===== src/rtl/pwr_en_sequencer_if.sv =====
// Control/status bundle for pwr_en_sequencer.
//   master modport: the controller side. It drives start, abort, target_mask and dwell_cycles,
//                   and observes pwr_en_out, busy, done, phase and active_cnt.
//   slave modport:  the sequencer side, with the opposite directions.
interface pwr_en_sequencer_if #(
  parameter int unsigned NUM_MODULES = 32,
  parameter int unsigned DWELL_W     = 32
);
  localparam int unsigned CntW = $clog2(NUM_MODULES + 1);

  logic                   start;
  logic                   abort;
  logic [NUM_MODULES-1:0] target_mask;
  logic [DWELL_W-1:0]     dwell_cycles;
  logic [NUM_MODULES-1:0] pwr_en_out;
  logic                   busy;
  logic                   done;
  logic [1:0]             phase;
  logic [CntW-1:0]        active_cnt;

  modport master (
    output start, abort, target_mask, dwell_cycles,
    input  pwr_en_out, busy, done, phase, active_cnt
  );

  modport slave (
    input  start, abort, target_mask, dwell_cycles,
    output pwr_en_out, busy, done, phase, active_cnt
  );
endinterface


===== src/rtl/pwr_en_sequencer.sv =====
// Staggered power-enable sequencer. On start it latches a lane mask and a dwell time. It then
// enables the latched lanes one at a time, lowest index first, with GAP cycles between steps.
// It holds the full mask for dwell_cycles+1 cycles, then disables the lanes one at a time,
// highest index first, and pulses done. A graceful abort skips straight to the ramp-down.
//   clk100m : clock, rising edge
//   rstn    : synchronous active-low reset
//   bus     : slave side of pwr_en_sequencer_if
//             inputs : start, abort, target_mask, dwell_cycles
//             outputs: pwr_en_out, busy, done, phase, active_cnt
module pwr_en_sequencer #(
  parameter int unsigned NUM_MODULES = 32,
  parameter int unsigned GAP         = 16,
  parameter int unsigned DWELL_W     = 32
) (
  input logic              clk100m,
  input logic              rstn,
  pwr_en_sequencer_if.slave bus
);
  localparam int unsigned CntW = $clog2(NUM_MODULES + 1);
  localparam int unsigned GapW = (GAP > 1) ? $clog2(GAP) : 1;
  localparam logic [GapW-1:0] GapReload = GapW'(GAP - 1);

  // Encoding matches the phase output directly.
  typedef enum logic [1:0] {
    StIdle     = 2'd0,
    StRampUp   = 2'd1,
    StDwell    = 2'd2,
    StRampDown = 2'd3
  } state_e;

  state_e                 state_q, state_d;
  logic [NUM_MODULES-1:0] mask_q, mask_d;
  logic [DWELL_W-1:0]     dwell_q, dwell_d;
  logic [DWELL_W-1:0]     dwell_cnt_q, dwell_cnt_d;
  logic [GapW-1:0]        gap_cnt_q, gap_cnt_d;
  logic [NUM_MODULES-1:0] pwr_en_q, pwr_en_d;
  logic [CntW-1:0]        active_cnt_q, active_cnt_d;
  logic                   done_q, done_d;

  logic [NUM_MODULES-1:0] pending;
  logic [NUM_MODULES-1:0] up_bit;
  logic [NUM_MODULES-1:0] down_bit;
  logic                   last_up;
  logic                   last_down;

  // Step selection: lowest pending lane on the way up, highest enabled lane on the way down.
  always_comb begin
    pending  = mask_q & ~pwr_en_q;
    up_bit   = '0;
    down_bit = '0;
    for (int i = NUM_MODULES - 1; i >= 0; i--) begin
      if (pending[i]) begin
        up_bit    = '0;
        up_bit[i] = 1'b1;
      end
    end
    for (int i = 0; i < NUM_MODULES; i++) begin
      if (pwr_en_q[i]) begin
        down_bit    = '0;
        down_bit[i] = 1'b1;
      end
    end
    last_up   = ((pending & ~up_bit) == '0);
    last_down = ((pwr_en_q & ~down_bit) == '0);
  end

  // State register.
  always_ff @(posedge clk100m) begin
    if (!rstn) begin
      state_q      <= StIdle;
      mask_q       <= '0;
      dwell_q      <= '0;
      dwell_cnt_q  <= '0;
      gap_cnt_q    <= '0;
      pwr_en_q     <= '0;
      active_cnt_q <= '0;
      done_q       <= 1'b0;
    end else begin
      state_q      <= state_d;
      mask_q       <= mask_d;
      dwell_q      <= dwell_d;
      dwell_cnt_q  <= dwell_cnt_d;
      gap_cnt_q    <= gap_cnt_d;
      pwr_en_q     <= pwr_en_d;
      active_cnt_q <= active_cnt_d;
      done_q       <= done_d;
    end
  end

  // Next-state and datapath.
  always_comb begin
    state_d      = state_q;
    mask_d       = mask_q;
    dwell_d      = dwell_q;
    dwell_cnt_d  = dwell_cnt_q;
    gap_cnt_d    = gap_cnt_q;
    pwr_en_d     = pwr_en_q;
    active_cnt_d = active_cnt_q;
    done_d       = 1'b0;

    unique case (state_q)
      StIdle: begin
        // start wins over abort here; abort has no meaning while idle.
        if (bus.start) begin
          mask_d    = bus.target_mask;
          dwell_d   = bus.dwell_cycles;
          gap_cnt_d = GapReload;
          state_d   = StRampUp;
        end
      end

      StRampUp: begin
        if (bus.abort) begin
          // Lanes already on stay on and are stepped down normally.
          gap_cnt_d = GapReload;
          state_d   = StRampDown;
        end else if (pending == '0) begin
          dwell_cnt_d = dwell_q;
          state_d     = StDwell;
        end else if (gap_cnt_q != '0) begin
          gap_cnt_d = gap_cnt_q - GapW'(1);
        end else begin
          pwr_en_d     = pwr_en_q | up_bit;
          active_cnt_d = active_cnt_q + CntW'(1);
          gap_cnt_d    = GapReload;
          if (last_up) begin
            dwell_cnt_d = dwell_q;
            state_d     = StDwell;
          end
        end
      end

      StDwell: begin
        if (bus.abort || (dwell_cnt_q == '0)) begin
          gap_cnt_d = GapReload;
          state_d   = StRampDown;
        end else begin
          dwell_cnt_d = dwell_cnt_q - DWELL_W'(1);
        end
      end

      StRampDown: begin
        if (pwr_en_q == '0) begin
          state_d = StIdle;
          done_d  = 1'b1;
        end else if (gap_cnt_q != '0) begin
          gap_cnt_d = gap_cnt_q - GapW'(1);
        end else begin
          pwr_en_d     = pwr_en_q & ~down_bit;
          active_cnt_d = active_cnt_q - CntW'(1);
          gap_cnt_d    = GapReload;
          if (last_down) begin
            state_d = StIdle;
            done_d  = 1'b1;
          end
        end
      end

      default: state_d = StIdle;
    endcase
  end

  // Outputs.
  always_comb begin
    bus.pwr_en_out = pwr_en_q;
    bus.busy       = (state_q != StIdle);
    bus.done       = done_q;
    bus.phase      = state_q;
    bus.active_cnt = active_cnt_q;
  end
endmodule


===== src/flat_wrapper.sv =====
// flat-port wrapper written by rule: the top's interface ports become plain ports
module pwr_en_sequencer_flat 
#(
  parameter int unsigned NUM_MODULES = 32,
  parameter int unsigned GAP         = 16,
  parameter int unsigned DWELL_W     = 32
)
  (clk100m, rstn, bus_start, bus_abort, bus_target_mask, bus_dwell_cycles, bus_pwr_en_out, bus_busy, bus_done, bus_phase, bus_active_cnt);
  pwr_en_sequencer_if #(.NUM_MODULES(NUM_MODULES), .DWELL_W(DWELL_W)) bus_i ();
  input logic clk100m;
  input logic rstn;
  input wire logic [$bits(bus_i.start)-1:0] bus_start;
  input wire logic [$bits(bus_i.abort)-1:0] bus_abort;
  input wire logic [$bits(bus_i.target_mask)-1:0] bus_target_mask;
  input wire logic [$bits(bus_i.dwell_cycles)-1:0] bus_dwell_cycles;
  output wire logic [$bits(bus_i.pwr_en_out)-1:0] bus_pwr_en_out;
  output wire logic [$bits(bus_i.busy)-1:0] bus_busy;
  output wire logic [$bits(bus_i.done)-1:0] bus_done;
  output wire logic [$bits(bus_i.phase)-1:0] bus_phase;
  output wire logic [$bits(bus_i.active_cnt)-1:0] bus_active_cnt;
  assign bus_i.start = bus_start;
  assign bus_i.abort = bus_abort;
  assign bus_i.target_mask = bus_target_mask;
  assign bus_i.dwell_cycles = bus_dwell_cycles;
  assign bus_pwr_en_out = bus_i.pwr_en_out;
  assign bus_busy = bus_i.busy;
  assign bus_done = bus_i.done;
  assign bus_phase = bus_i.phase;
  assign bus_active_cnt = bus_i.active_cnt;
  pwr_en_sequencer #(.NUM_MODULES(NUM_MODULES), .GAP(GAP), .DWELL_W(DWELL_W)) u_core (.clk100m(clk100m), .rstn(rstn), .bus(bus_i));
endmodule

===== config.mk =====
export PLATFORM = sky130hd
export DESIGN_NAME = pwr_en_sequencer_flat
export DESIGN_NICKNAME = d
export VERILOG_FILES = /design/src/rtl/pwr_en_sequencer_if.sv /design/src/rtl/pwr_en_sequencer.sv /design/src/flat_wrapper.sv
export SDC_FILE = /design/constraint.sdc
export NUM_CORES = 1
export LEC_CHECK = 0
export CORE_MARGIN = 1
export CORE_UTILIZATION = 45
export DETAILED_ROUTE_END_ITERATION = 7
export PLACE_DENSITY = 0.68
export SLEW_MARGIN = 20
export SYNTH_ARGS = -nofsm -noshare
export SYNTH_HDL_FRONTEND = slang
export SYNTH_SLANG_ARGS = --single-unit
export TNS_END_PERCENT = 100

===== constraint.sdc =====
create_clock -name clk100m -period 3.8 [get_ports clk100m]
set_clock_uncertainty 0.1 [all_clocks]
set_input_delay 0.76 -clock clk100m [delete_from_list [all_inputs] [get_ports clk100m]]
set_output_delay 0.76 -clock clk100m [all_outputs]
set_load 0.03 [all_outputs]

==> impl_metrics.env <==
export IMPL_run_status="finished, final reports clean"
export IMPL_p_seq_share_pct=27.2
export IMPL_area_growth_pct=26.88
export IMPL_post_cts_buffers=0
export IMPL_slew_violations=0
export IMPL_cts_sinks=141
export IMPL_p_comb_share_pct=47.2
export IMPL_drtPass1Iterations=5
export IMPL_globalplace_congestion=0.8944
export IMPL_startpoint_type="register"
export IMPL_ios=110
export IMPL_min_to="u_core.dwell_q[7]"
export IMPL_yosysTopAreaCell="dfxtp_1"
export IMPL_finalNetCount=1202
export IMPL_path_cells="inv_1 > ha_1 > or3b_2 > a2111oi_0 > o2111ai_1 > a211oi_1 > nand4_1 > nor4_2 > o211a_2 > buf_12 > a21boi_0 > o21a_1"
export IMPL_worstHoldStart="u_core.dwell_q[7]"
export IMPL_crit_arrival_ns=3.68
export IMPL_ys_flop_type="dfxtp_1"
export IMPL_overflow=0
export IMPL_r2r_end="u_core.dwell_cnt_q[11]"
export IMPL_die_h_um=132.6
export IMPL_setup_viol=0
export IMPL_sw_frac_of_total_pct=41.50
export IMPL_grt_first_pass_wirelength_um=35360
export IMPL_post_route_util_pct=58.48
export IMPL_postRouteAntennaNets=0
export IMPL_powerDensity_mw_per_mm2=748.5
export IMPL_netlist_instances=1021
export IMPL_end_kind="register"
export IMPL_p_switching_mw=3.023
export IMPL_rows=47
export IMPL_avgSynthCellArea_um2=7.513
export IMPL_slowest_delay_ns=0.53
export IMPL_worstSkewPairLatency_ns=0.43
export IMPL_avgRoutedWirePerCell_um=15.79
export IMPL_cts_buffers=17
export IMPL_required_ns=4.01
export IMPL_synthArstFlopShare_pct=0
export IMPL_cts_tree="done"
export IMPL_numPortBuffers=109
export IMPL_reg2reg_depth=12
export IMPL_drc=0
export IMPL_root_buffer="clkbuf_16"
export IMPL_synth_common_cells="nand2_1 (200), dfxtp_1 (141), a21oi_1 (137)"
export IMPL_start_util_pct=46.09
export IMPL_antenna_found_initial=0
export IMPL_synthesis_nets=1102
export IMPL_antenna_cells=0
export IMPL_worst_pin_slew_ns=0.7135
export IMPL_ys_warnings_count=0
export IMPL_hold_class="register to register"
export IMPL_drt_iter0_markers=647
export IMPL_path_clk_slew_ns=0.06
export IMPL_synth_edf_count=0
export IMPL_synth_seq_cells=141
export IMPL_power_mw=7.285
export IMPL_grt_max_degree=76
export IMPL_finalSetupTns_ns=0
export IMPL_max_freq_mhz=288.4
export IMPL_cts_resized=0
export IMPL_core_mm2=0.01664
export IMPL_period_share_pct=91.25
export IMPL_grt_pass1_vias=7069
export IMPL_vias_per_cell=5.752
export IMPL_path_class="register to register"
export IMPL_finalInstanceArea_mm2=0.009733
export IMPL_clockBufferDepth=2
export IMPL_postCtsHoldBufs=0
export IMPL_grt_util_all_layers_pct=24.83
export IMPL_die_area_mm2=0.01757
export IMPL_yosysMostFrequentCell="nand2_1"
export IMPL_drive_above_1_share_pct=7.937
export IMPL_relSlewSlack_pct=51.81
export IMPL_internal_power_mw=4.262
export IMPL_irDropWorstVdd_mv=0.4195
export IMPL_cap_violations=0
export IMPL_wl_um=21380
export IMPL_p_leak_nw=3.564
export IMPL_cpMaxStageDelayCell="or3b_2"
export IMPL_r2r_start="u_core.gap_cnt_q[0]"
export IMPL_hold_path_cell_count=2
export IMPL_clkPwrFrac_pct=25.6
export IMPL_htreeDepth=4
export IMPL_fin_crit_ns=3.467
export IMPL_synth_top_area_share_pct=36.80
export IMPL_syn_area_mm2=0.007671
export IMPL_vias=7788
export IMPL_die_w_um=132.6
export IMPL_synthTopCellsByArea="dfxtp_1 (37%), nand2_1 (9.8%), a21oi_1 (8.9%)"
export IMPL_rsz0062_at_grt="no"
export IMPL_critPathMaxFanout=34
export IMPL_hold_viol=0
export IMPL_place_area_mm2=0.009074
export IMPL_synth_cell_types=78
export IMPL_fillerInstances=1568
export IMPL_r2r_slack_ns=0.33
export IMPL_ys_seq_area_share_pct=36.80
export IMPL_dpl_hpwl_um=14820
placed cells by master (no fill, tap or decap), types with 5 or more instances in the layout:
master / synthesis / routed
nand2_1: 200 / 199
dfxtp_1: 141 / 141
a21oi_1: 137 / 136
clkdlybuf4s50_1: 0 / 109
nor2_1: 67 / 66
nor3_1: 43 / 43
o21ai_0: 41 / 41
nor2b_1: 33 / 33
nand3_1: 27 / 27
buf_4: 2 / 23
inv_1: 22 / 22
nor4_1: 17 / 17
clkbuf_16: 0 / 17
o21a_1: 16 / 16
nand2b_1: 15 / 15
nand4_1: 12 / 12
ha_1: 12 / 12
or3_1: 11 / 11
a211oi_1: 9 / 9
o31ai_1: 9 / 9
a21boi_1: 8 / 8
o22ai_1: 7 / 7
o211ai_1: 6 / 6
or2_2: 6 / 6
a31oi_1: 6 / 6
or4_1: 6 / 6
o21ai_1: 6 / 6
mux2_2: 6 / 6
and2_1: 5 / 5
xnor2_1: 5 / 5
bufinv_16: 0 / 5
per-stage QoR:
stage | worst slack [ns] | hold WS, ns | std cells
floorplan | 0.5693 | 0.3318 | 1021
global placement | 0.4682 | 0.3418 | 1322
detailed placement | 0.3710 | 0.3465 | 1322
CTS | 0.3430 | 0.3550 | 1354
global route | 0.06958 | 0.3733 | 1354
finish | 0.3326 | 0.3541 | 1354
flip-flops by register name (all words and copies together) (netlist names):
register	cells
u_core.mask_q	32
u_core.bus.done	1
u_core.dwell_q	32
u_core.bus.pwr_en_out	32
u_core.bus.phase	2
u_core.gap_cnt_q	4
u_core.dwell_cnt_q	32
u_core.bus.active_cnt	6
power by group through the flow:
stage / clock network (mW) / logic [mW] / registers (mW)
finish: 1.87 / 3.44 / 1.98
global placement: 0 / 3.36 / 2.00
floorplan: 0 / 2.38 / 1.99
CTS: 1.90 / 3.42 / 1.97
detailed placement: 0 / 3.39 / 2.00
global route: 1.95 / 3.83 / 2.02
metal layers:
| metal | global-route usage (%) | vias up | wire length [um] |
|---|---|---|---|
| met3 | 5.441 | 24 | 1331 |
| met2 | 38.07 | 275 | 9381 |
| met4 | 7.152 | 0 | 243 |
| li1 | - | 3860 | - |
| met5 | 0 | - | 0 |
| met1 | 34.80 | 3629 | 10420 |
worst max-delay path, delay by kind of cell, from the launching register on:
kind                     cells  cell delay [ns]
AO/OA/AOI/OAI                6             1.38
AND/OR/NAND/NOR              3             1.10
flip-flops                   1             0.33
buffers and inverters        2             0.30
adder cells (fa/ha/maj)      1             0.15
how the worst max path moves through the flow:
stage,slack [ns],start,end,depth (start not counted)
finish,0.33,u_core.gap_cnt_q[0],u_core.dwell_cnt_q[11],12
global route,0.07,u_core.gap_cnt_q[0],u_core.dwell_cnt_q[14],12
CTS,0.34,u_core.gap_cnt_q[0],u_core.dwell_cnt_q[11],12
detailed placement,0.37,u_core.gap_cnt_q[0],u_core.dwell_cnt_q[11],12
global placement,0.47,u_core.gap_cnt_q[0],u_core.dwell_cnt_q[14],12
floorplan,0.57,u_core.bus.pwr_en_out[1],u_core.dwell_cnt_q[19],10
logic make-up (layout without fill, tap and decap cells):
group / count (synthesis) / after routing / synth area share (%)
AND/OR/NAND/NOR: 470 / 470 / 30.13
AO/OA/AOI/OAI: 298 / 298 / 24.22
flip-flops: 141 / 141 / 36.80
buffers and inverters: 81 / 194 / 4.290
adder cells (fa/ha/maj): 15 / 15 / 2.479
multiplexers: 10 / 10 / 1.403
XOR/XNOR: 6 / 6 / 0.6850
area by class of cell:
type	instances	area (um2)	share of cell area [%]
flip-flops and latches	141	2823	29.00
repair buffers	136	1344	13.81
multi-input cells	799	4533	46.57
well taps	220	275.3	2.828
clock inverters	10	185.2	1.903
inverters	26	98.84	1.016
clock buffers	22	474.2	4.872
Power figures use the tool's default switching activity.
